<file path="src/rtl/uart_tx.sv">
// ---------------------------------------------------------------------------
// uart_tx : parameterised UART transmitter (start, 5..9 data bits LSB first,
//           optional odd parity, one or two stop bits).
//
// Parameters
//   SYSCLK_FREQUENCY_HZ : sysclk frequency in Hz
//   BAUDRATE            : serial bit rate; each bit lasts SYSCLK/BAUD cycles
//   DATA_LENGTH         : payload bits per frame (5..9)
//   PARITY              : 1 -> odd parity bit follows the payload
//   DOUBLE_STOPBIT      : 1 -> two stop bits
//
// Ports
//   sysclk : system clock, rising edge
//   reset  : asynchronous active-high reset
//   send   : transmit request, accepted when ready is high
//   data   : payload, latched on acceptance
//   ready  : idle and able to accept a request
//   active : a frame is on the line
//   done   : one-cycle pulse after a frame completes
//   serial : registered UART line, idle level 1
// ---------------------------------------------------------------------------
module uart_tx #(
    parameter int unsigned SYSCLK_FREQUENCY_HZ = 100000000,
    parameter int unsigned BAUDRATE            = 115200,
    parameter int unsigned DATA_LENGTH         = 8,
    parameter logic        PARITY              = 1'b0,
    parameter logic        DOUBLE_STOPBIT      = 1'b0
) (
    input  logic                   sysclk,
    input  logic                   reset,
    input  logic                   send,
    input  logic [DATA_LENGTH-1:0] data,
    output logic                   ready,
    output logic                   active,
    output logic                   done,
    output logic                   serial
);

    localparam int unsigned RATIO     = SYSCLK_FREQUENCY_HZ / BAUDRATE;
    localparam int unsigned BAUD_W    = (RATIO > 1) ? $clog2(RATIO) : 1;
    localparam int unsigned BIT_W     = $clog2(DATA_LENGTH);
    localparam int unsigned STOP_BITS = 1 + 32'(DOUBLE_STOPBIT);

    // Reject configurations the bit timing or counters cannot represent
    if (RATIO < 2) begin : g_bad_ratio
        $error("uart_tx: SYSCLK_FREQUENCY_HZ/BAUDRATE must be at least 2");
    end
    if (DATA_LENGTH < 5 || DATA_LENGTH > 9) begin : g_bad_length
        $error("uart_tx: DATA_LENGTH must be within 5..9");
    end

    localparam logic [2:0] S_IDLE  = 3'd0;
    localparam logic [2:0] S_START = 3'd1;
    localparam logic [2:0] S_DATA  = 3'd2;
    localparam logic [2:0] S_PAR   = 3'd3;
    localparam logic [2:0] S_STOP  = 3'd4;

    logic [2:0]             state_q,  state_d;
    logic [BAUD_W-1:0]      baud_q,   baud_d;
    logic [BIT_W-1:0]       bit_q,    bit_d;
    logic [DATA_LENGTH-1:0] data_q,   data_d;
    logic                   par_q,    par_d;
    logic                   serial_q, serial_d;
    logic                   ready_q,  ready_d;
    logic                   active_q, active_d;
    logic                   done_q,   done_d;

    logic baud_last;

    // Last sysclk cycle of the current bit period
    assign baud_last = (baud_q == BAUD_W'(RATIO - 1));

    // State register; reset drives the line to mark level immediately
    always_ff @(posedge sysclk or posedge reset) begin
        if (reset) begin
            state_q  <= S_IDLE;
            baud_q   <= '0;
            bit_q    <= '0;
            data_q   <= '0;
            par_q    <= 1'b0;
            serial_q <= 1'b1;
            ready_q  <= 1'b0;
            active_q <= 1'b0;
            done_q   <= 1'b0;
        end else begin
            state_q  <= state_d;
            baud_q   <= baud_d;
            bit_q    <= bit_d;
            data_q   <= data_d;
            par_q    <= par_d;
            serial_q <= serial_d;
            ready_q  <= ready_d;
            active_q <= active_d;
            done_q   <= done_d;
        end
    end

    // Next-state and next-output logic; serial_d is the level of the bit
    // about to start, so the line only changes on bit boundaries.
    always_comb begin
        state_d  = state_q;
        baud_d   = baud_q;
        bit_d    = bit_q;
        data_d   = data_q;
        par_d    = par_q;
        serial_d = serial_q;
        ready_d  = ready_q;
        active_d = active_q;
        done_d   = 1'b0;

        case (state_q)
            S_IDLE: begin
                ready_d  = 1'b1;
                active_d = 1'b0;
                serial_d = 1'b1;
                baud_d   = '0;
                bit_d    = '0;
                // ready_q gates acceptance so the first edge after reset
                // only raises ready
                if (send && ready_q) begin
                    state_d  = S_START;
                    data_d   = data;
                    par_d    = ~^data;
                    serial_d = 1'b0;
                    ready_d  = 1'b0;
                    active_d = 1'b1;
                end
            end

            S_START: begin
                if (baud_last) begin
                    state_d  = S_DATA;
                    baud_d   = '0;
                    bit_d    = '0;
                    serial_d = data_q[0];
                end else begin
                    baud_d = baud_q + BAUD_W'(1);
                end
            end

            // data_q shifts right so bit 1 is always the next payload bit
            S_DATA: begin
                if (baud_last) begin
                    baud_d = '0;
                    if (bit_q == BIT_W'(DATA_LENGTH - 1)) begin
                        bit_d = '0;
                        if (PARITY) begin
                            state_d  = S_PAR;
                            serial_d = par_q;
                        end else begin
                            state_d  = S_STOP;
                            serial_d = 1'b1;
                        end
                    end else begin
                        bit_d    = bit_q + BIT_W'(1);
                        data_d   = data_q >> 1;
                        serial_d = data_q[1];
                    end
                end else begin
                    baud_d = baud_q + BAUD_W'(1);
                end
            end

            S_PAR: begin
                if (baud_last) begin
                    state_d  = S_STOP;
                    baud_d   = '0;
                    bit_d    = '0;
                    serial_d = 1'b1;
                end else begin
                    baud_d = baud_q + BAUD_W'(1);
                end
            end

            // bit_q counts stop bits here
            S_STOP: begin
                serial_d = 1'b1;
                if (baud_last) begin
                    baud_d = '0;
                    if (bit_q == BIT_W'(STOP_BITS - 1)) begin
                        state_d  = S_IDLE;
                        bit_d    = '0;
                        ready_d  = 1'b1;
                        active_d = 1'b0;
                        done_d   = 1'b1;
                    end else begin
                        bit_d = bit_q + BIT_W'(1);
                    end
                end else begin
                    baud_d = baud_q + BAUD_W'(1);
                end
            end

            default: begin
                state_d  = S_IDLE;
                baud_d   = '0;
                bit_d    = '0;
                serial_d = 1'b1;
                ready_d  = 1'b0;
                active_d = 1'b0;
            end
        endcase
    end

    assign serial = serial_q;
    assign ready  = ready_q;
    assign active = active_q;
    assign done   = done_q;

endmodule

</file>
<file path="config.mk">
export PLATFORM = sky130hd
export DESIGN_NAME = uart_tx
export DESIGN_NICKNAME = d
export VERILOG_FILES = /design/src/rtl/uart_tx.sv
export SDC_FILE = /design/constraint.sdc
export NUM_CORES = 1
export LEC_CHECK = 0
export ABC_CLOCK_PERIOD_IN_PS = 1900
export CAP_MARGIN = 25
export CORE_ASPECT_RATIO = 0.9
export CORE_UTILIZATION = 50
export CTS_CLUSTER_SIZE = 8
export DETAILED_ROUTE_END_ITERATION = 10
export PLACE_DENSITY = 0.75
export SYNTH_ARGS = -nofsm -noshare
export SYNTH_HDL_FRONTEND = slang
export SYNTH_SLANG_ARGS = --single-unit
</file>
<file path="constraint.sdc">
create_clock -name sysclk -period 1.9 [get_ports sysclk]
set_input_delay 0.285 -clock sysclk [delete_from_list [all_inputs] [get_ports sysclk]]
set_output_delay 0.285 -clock sysclk [all_outputs]
set_load 0.02 [all_outputs]
</file>
==> impl_metrics.json, run 1 <==
{
  "status": "finished, final reports clean",
  "place.port_buffers": 14,
  "clock_latency_ns": 0.34,
  "track_usage_pct": 21.9,
  "cts_sinks": 28,
  "tns_ns": 0,
  "worstPathRequired_ns": 2.15,
  "dp_worst_setup_slack_ns": -0.0445,
  "finalClockSkew_ns": 0.00175,
  "rsz0062_at_grt": "no",
  "viasPerCell": 5.38,
  "clkTransAtPathRegs_ns": 0.16,
  "synth_edf_count": 0,
  "post_synth_xor_area_fraction_pct": 5.77,
  "post_drt_wl_per_cell_um": 15.3,
  "grt_pass1_vias": 1131,
  "initial_utilization_pct": 54.0,
  "yosysSeqAreaShare_pct": 46.2,
  "hold_viol_final": 0,
  "cts_root_buf": "clkbuf_4",
  "drive_gt1_share_pct": 25.2,
  "worstSetupPathType": "register to register",
  "synth_top_cell_by_area": "dfrtp_1",
  "use_met1_pct": 27.8,
  "drtIter0Drc": 34,
  "grt_pass1_wl_mm": 5.12,
  "hpwlAfterDp_mm": 2.08,
  "powerDensity_nw_per_um2": 584,
  "reg2reg_depth": 7,
  "firstDrtPassIters": 4,
  "r2r_start": "bit_q[0]",
  "worst_ep_arrival_time_ns": 2.07,
  "finalMaxSlewViolations": 0,
  "ys_types": 41,
  "power_mw": 1.07,
  "die_width_um": 60.1,
  "synth_fa_ha_area_share_pct": 3.29,
  "worst_path_max_delay_cell": "dfrtp_1",
  "antenna_cells": 0,
  "routed_wl_mm": 3.04,
  "ios": 15,
  "overflow": 0,
  "rows": 18,
  "syn_avg_cell_area_um2": 11.2,
  "r2r_setup_slack_ns": 0.08,
  "seq_area_um2": 702,
  "synth_ff_type": "dfrtp_1",
  "synth_mux_area_share_pct": 14.5,
  "worstMarginPinSlew_ns": 0.487,
  "drc": 0,
  "async_flop_share_pct": 100,
  "fin_crit_ns": 1.82,
  "ys_seq_elements": 28,
  "grt.met2_usage_pct": 35.7,
  "synth_fp_nets": 151,
  "setup_violations": 0,
  "place.gp.congestion": 0.816,
  "hp-class": "primary input to async pin",
  "cts_made_buffers": 3,
  "startpoint_type": "register",
  "synthCells": 136,
  "fillers": 219,
  "path_cells": "ha_1 > ha_2 > nor2_4 > nand2b_1 > o22ai_4 > buf_12 > mux2_4",
  "areaGrowthSynthToFinish_pct": 21.0,
  "synth_compound_area_share_pct": 8.32,
  "multi_input_area_um2": 791,
  "crit_path_end_kind": "register",
  "cap_violations": 0,
  "dr_total_vias": 1071,
  "grt_max_degree": 29,
  "dieArea_um2": 3260,
  "synth_top_family_by_area": "simple AND/OR/NAND/NOR gates",
  "design_area_um2": 1840,
  "synth.top_cell.area_share_pct": 44.5,
  "fin_ws_ns": 0.0829,
  "max_clock_freq_mhz": 550,
  "antenna_found_initial": 0,
  "slew_headroom_pct": 67.5,
  "cts_tree": "yes",
  "top_usage_layer": "met2",
  "fin_nets": 175,
  "cts-htree-levels": 1,
  "die_h_um": 54.3,
  "power.leakage_nw": 0.768,
  "slowest_delay_ns": 0.44,
  "clk_path_buf_depth": 2,
  "synth_simple_gate_area_share_pct": 19.2,
  "timing.rr.end": "data_q[3]",
  "final_antenna_net_count": 0,
  "crit_fanout": 8,
  "min_period_over_period_pct": 95.6,
  "core_um2": 2820,
  "gr-usage-met3_pct": 3.78,
  "synth_area_um2": 1520,
  "hold_ws_ns": 0.284,
  "place_area_um2": 1750,
  "synthTopCellsByArea": "dfrtp_1 (44%), mux2_4 (7.9%), mux2_2 (5.2%), xnor2_1 (4.0%), nor2_1 (3.7%)",
  "vdd_drop_max_uv": 315,
  "ys_warn_count": 0
}
[cells in the final DEF, fill, tap and decap left out, types with 2 or more instances in the layout]
cell             synthesis  routed
nor3_1                   4       4
mux2_2                   7       7
and3_1                   2       2
nor2_4                   1       3
nor2_1                  15      14
clkdlybuf4s50_1          0      14
xor2_1                   3       3
dfrtp_1                 27      27
a21oi_1                  7       7
nand3_1                  6       6
clkbuf_4                 0       3
o22ai_1                  2       2
nand2_1                  6       6
xnor2_1                  7       7
inv_1                    6       6
ha_1                     4       3
nor2b_1                  2       2
mux2_4                   8       8
buf_4                    0       8
nand2b_1                 3       3
[sequential cells by signal, summed over array words and instances (netlist names)]
name and count:
serial 1, baud_q 10, done 1, active 1, ready 1, bit_q 3
state_q 3, data_q 8
[cell usage after synthesis (2+ instances only)]
master and n:
nand2_1 6, inv_1 6, and3_1 2, ha_1 4, nand3_1 6, nor2b_1 2
a21oi_1 7, mux2_2 7, buf_2 3, xor2_1 3, xnor2_1 7, o22ai_1 2
nand2b_1 3, nor3_1 4, dfrtp_1 27, mux2_4 8, nor2_1 15
[critical path: cells and delay by family (launching register included)]
kind                     cells  cell delay, ns
flip-flops                   1            0.44
adder cells (fa/ha/maj)      2            0.43
multiplexers                 1            0.30
AND/OR/NAND/NOR              2            0.22
AO/OA/AOI/OAI                1            0.18
buffers and inverters        1            0.16
[power breakdown]
group	internal [mW]	leakage, nW	switching (mW)
Sequential	0.605	0.344	0.00613
Clock	0.214	0.0279	0.193
Combinational	0.0366	0.396	0.0190
[worst max-delay path by stage]
| stage | startpoint | to | slack (ns) |
|---|---|---|---|
| after floorplan | bit_q[0] | data_q[0] | 0.08 |
| after global placement | bit_q[0] | data_q[0] | 0.05 |
| after detailed placement | bit_q[0] | data_q[3] | -0.04 |
| after CTS | bit_q[0] | data_q[0] | 0.05 |
| after global routing | bit_q[0] | data_q[0] | 0.01 |
| final | bit_q[0] | data_q[3] | 0.08 |
[repair_timing]
item | CTS | global route
hold buffers | 0 | 0
pin swaps | 1 | 1
gates resized for setup | 0 | 4
setup buffers | 1 | 0
endpoints found under the setup margin | 8 | 8
gates cloned | 0 | 0
[cell families after synthesis]
kind of cell	Yosys count
mux	17
flops	28
buf+inv	10
xor+xnor	10
fa+ha+maj	4
simple gates	50
compound gates	17
[per-stage QoR]
stage               utilization, %  cells
floorplan                        -    136
CTS                           64.8    199
finish                        65.3    199
global route                  65.3    199
detailed placement            62.2    194
global placement              62.2    194
[metal layers]
layer  part of all wire, %  vias to the layer above
met1                    45                      515
met4                   2.1                        0
li1                      -                      520
met5                     0                        -
met3                   4.6                        8
met2                    49                       28
[cell type report]
type	count	share of cell area [%]
Inverter	6	1.23
Clock buffer	3	1.23
Timing Repair Buffer	23	12.0
Sequential cell	28	38.2
Clock inverter	1	1.63
Tap cell	40	2.72
Multi-Input combinational cell	98	43.0
Power figures use the tool's default switching activity.
==> inputs of run 2 (changes only) <==
CORE_MARGIN = 8   (was not set)
SLEW_MARGIN = 20   (was not set)
==> run 2 against run 1 <==
Global-route usage is 9.5 points lower. Wire length is 5.7% lower. Critical endpoint is now data_q[7]. Non-clock buffer count is 2 higher. Clock skew is 0.0051 ns higher. Sequential power hardly changed.
==> impl_metrics.json, run 2 (same netlist as run 1, synthesis figures left out) <==
{
  "status": "finished, final reports clean",
  "hpwlAfterDp_mm": 2.11,
  "gr-usage-met3_pct": 3.22,
  "critPathLaunch": "bit_q[0]",
  "cts-htree-levels": 1,
  "rows": 19,
  "largest-register": "baud_q",
  "timing.rr.end": "data_q[7]",
  "die_h_um": 68.3,
  "drc": 0,
  "slew_headroom_pct": 70.8,
  "fin_cells": 203,
  "place.gp.congestion": 0.863,
  "initial_utilization_pct": 51.1,
  "reg2reg_depth": 7,
  "grt_pass1_wl_mm": 4.88,
  "fin_crit_ns": 1.86,
  "power.leakage_nw": 0.770,
  "hold_viol_final": 0,
  "cts_sinks": 28,
  "setup_violations": 0,
  "dr_total_vias": 1058,
  "final_common_cell": "dfrtp_1",
  "vdd_drop_max_uv": 526,
  "areaGrowthSynthToFinish_pct": 20.3,
  "top_regs": "baud_q x10, data_q x8",
  "overflow": 0,
  "cts_made_buffers": 3,
  "die_width_um": 74.1,
  "cts_root_buf": "clkbuf_4",
  "cap_violations": 0,
  "drive_gt1_share_pct": 25.5,
  "worstPathRequired_ns": 2.12,
  "fillers": 245,
  "antenna_found_initial": 0,
  "top_usage_layer": "met2",
  "place.port_buffers": 14,
  "post_drt_wl_per_cell_um": 14.1,
  "ios": 15,
  "hp-class": "primary input to async pin",
  "cts_tree": "yes",
  "finalClockSkew_ns": 0.00681,
  "final_antenna_net_count": 0,
  "hold_buffers": 0,
  "place_area_um2": 1750,
  "track_usage_pct": 12.4,
  "dieArea_um2": 5060,
  "antenna_cells": 0,
  "firstDrtPassIters": 4,
  "startpoint_type": "register",
  "hold_ws_ns": 0.295,
  "crit_path_end_kind": "register",
  "routed_wl_mm": 2.87,
  "layout_common_cells": "dfrtp_1 (27), nor2_1 (15), clkdlybuf4s50_1 (14)",
  "design_area_um2": 1830,
  "grt.met2_usage_pct": 21.9,
  "use_met1_pct": 14.3,
  "finalMaxSlewViolations": 0,
  "max_clock_freq_mhz": 538,
  "drtIter0Drc": 32,
  "fin_nets": 177,
  "powerDensity_nw_per_um2": 522,
  "grt_max_degree": 29,
  "dp_cells": 195,
  "crit_fanout": 8,
  "worst_ep_arrival_time_ns": 2.08,
  "power_uw": 954,
  "tns_ns": 0,
  "min_period_over_period_pct": 97.9,
  "viasPerCell": 5.21,
  "core_um2": 2970,
  "largest_register_ffs": 10,
  "r2r_start": "bit_q[0]",
  "clock_latency_ns": 0.33,
  "worstSetupPathType": "register to register",
  "clkTransAtPathRegs_ns": 0.15,
  "grt_pass1_vias": 1110,
  "r2r_setup_slack_ns": 0.04,
  "worstMarginPinSlew_ns": 0.437,
  "clk_path_buf_depth": 2
}
## run 2: cell types whose count changed in the layout (fill, tap and decap cells not counted), sizes merged
cell / previous run / this run
buf: 9 / 11
bufinv: 1 / 0
clkbuf: 3 / 4
## run 2: power breakdown
part	switching [mW]	internal (mW)	leakage [nW]
sequential	0.00556	0.605	0.344
combinational	0.0192	0.0366	0.405
clock	0.170	0.117	0.0210
## run 2: cell type report
| cell class | count | area, µm² | area share (%) |
|---|---|---|---|
| inverters | 6 | 22.5 | 1.23 |
| repair buffers | 25 | 235 | 12.9 |
| flip-flops and latches | 28 | 702 | 38.4 |
| well taps | 42 | 52.6 | 2.88 |
| multi-input cells | 98 | 778 | 42.6 |
| clock buffers | 4 | 36.3 | 1.99 |
## run 2: routing by layer
metal / vias to the layer above / wire (µm)
met5: - / 0
met4: 0 / 41
met3: 6 / 75
met2: 13 / 1500
li1: 520 / -
met1: 519 / 1250
## run 2: repair_timing
action	CTS	global route
endpoints found under the setup margin	8	8
resized for setup	1	0
setup buffers	1	3
hold endpoints to repair	0	0
pin swaps	1	0
## run 2: metrics by stage
step           utilization [%]  setup WS, ns
4_1_cts                   60.7        0.0179
3_3_place_gp              58.7        0.0263
6_report                  61.5        0.0404
5_1_grt                   61.5      -0.00410
2_1_floorplan                -        0.0838
3_5_place_dp              58.7       -0.0249
## run 2: critical path: stages, from the launching register on
cell      delay [ns]
dfrtp_1         0.44
ha_1            0.22
ha_1            0.22
nor2_1          0.13
nand2b_1        0.11
o22ai_4         0.18
buf_12          0.16
mux2_4          0.30
## run 2: worst max-delay path by stage
stage                     cells after the start   endpoint  slack [ns]
after floorplan                               6  data_q[0]        0.08
after CTS                                     6  data_q[7]        0.02
after global placement                        6  data_q[4]        0.03
after global routing                          7  data_q[1]      -0.004
after detailed placement                      6  data_q[7]       -0.02
final                                         7  data_q[7]        0.04
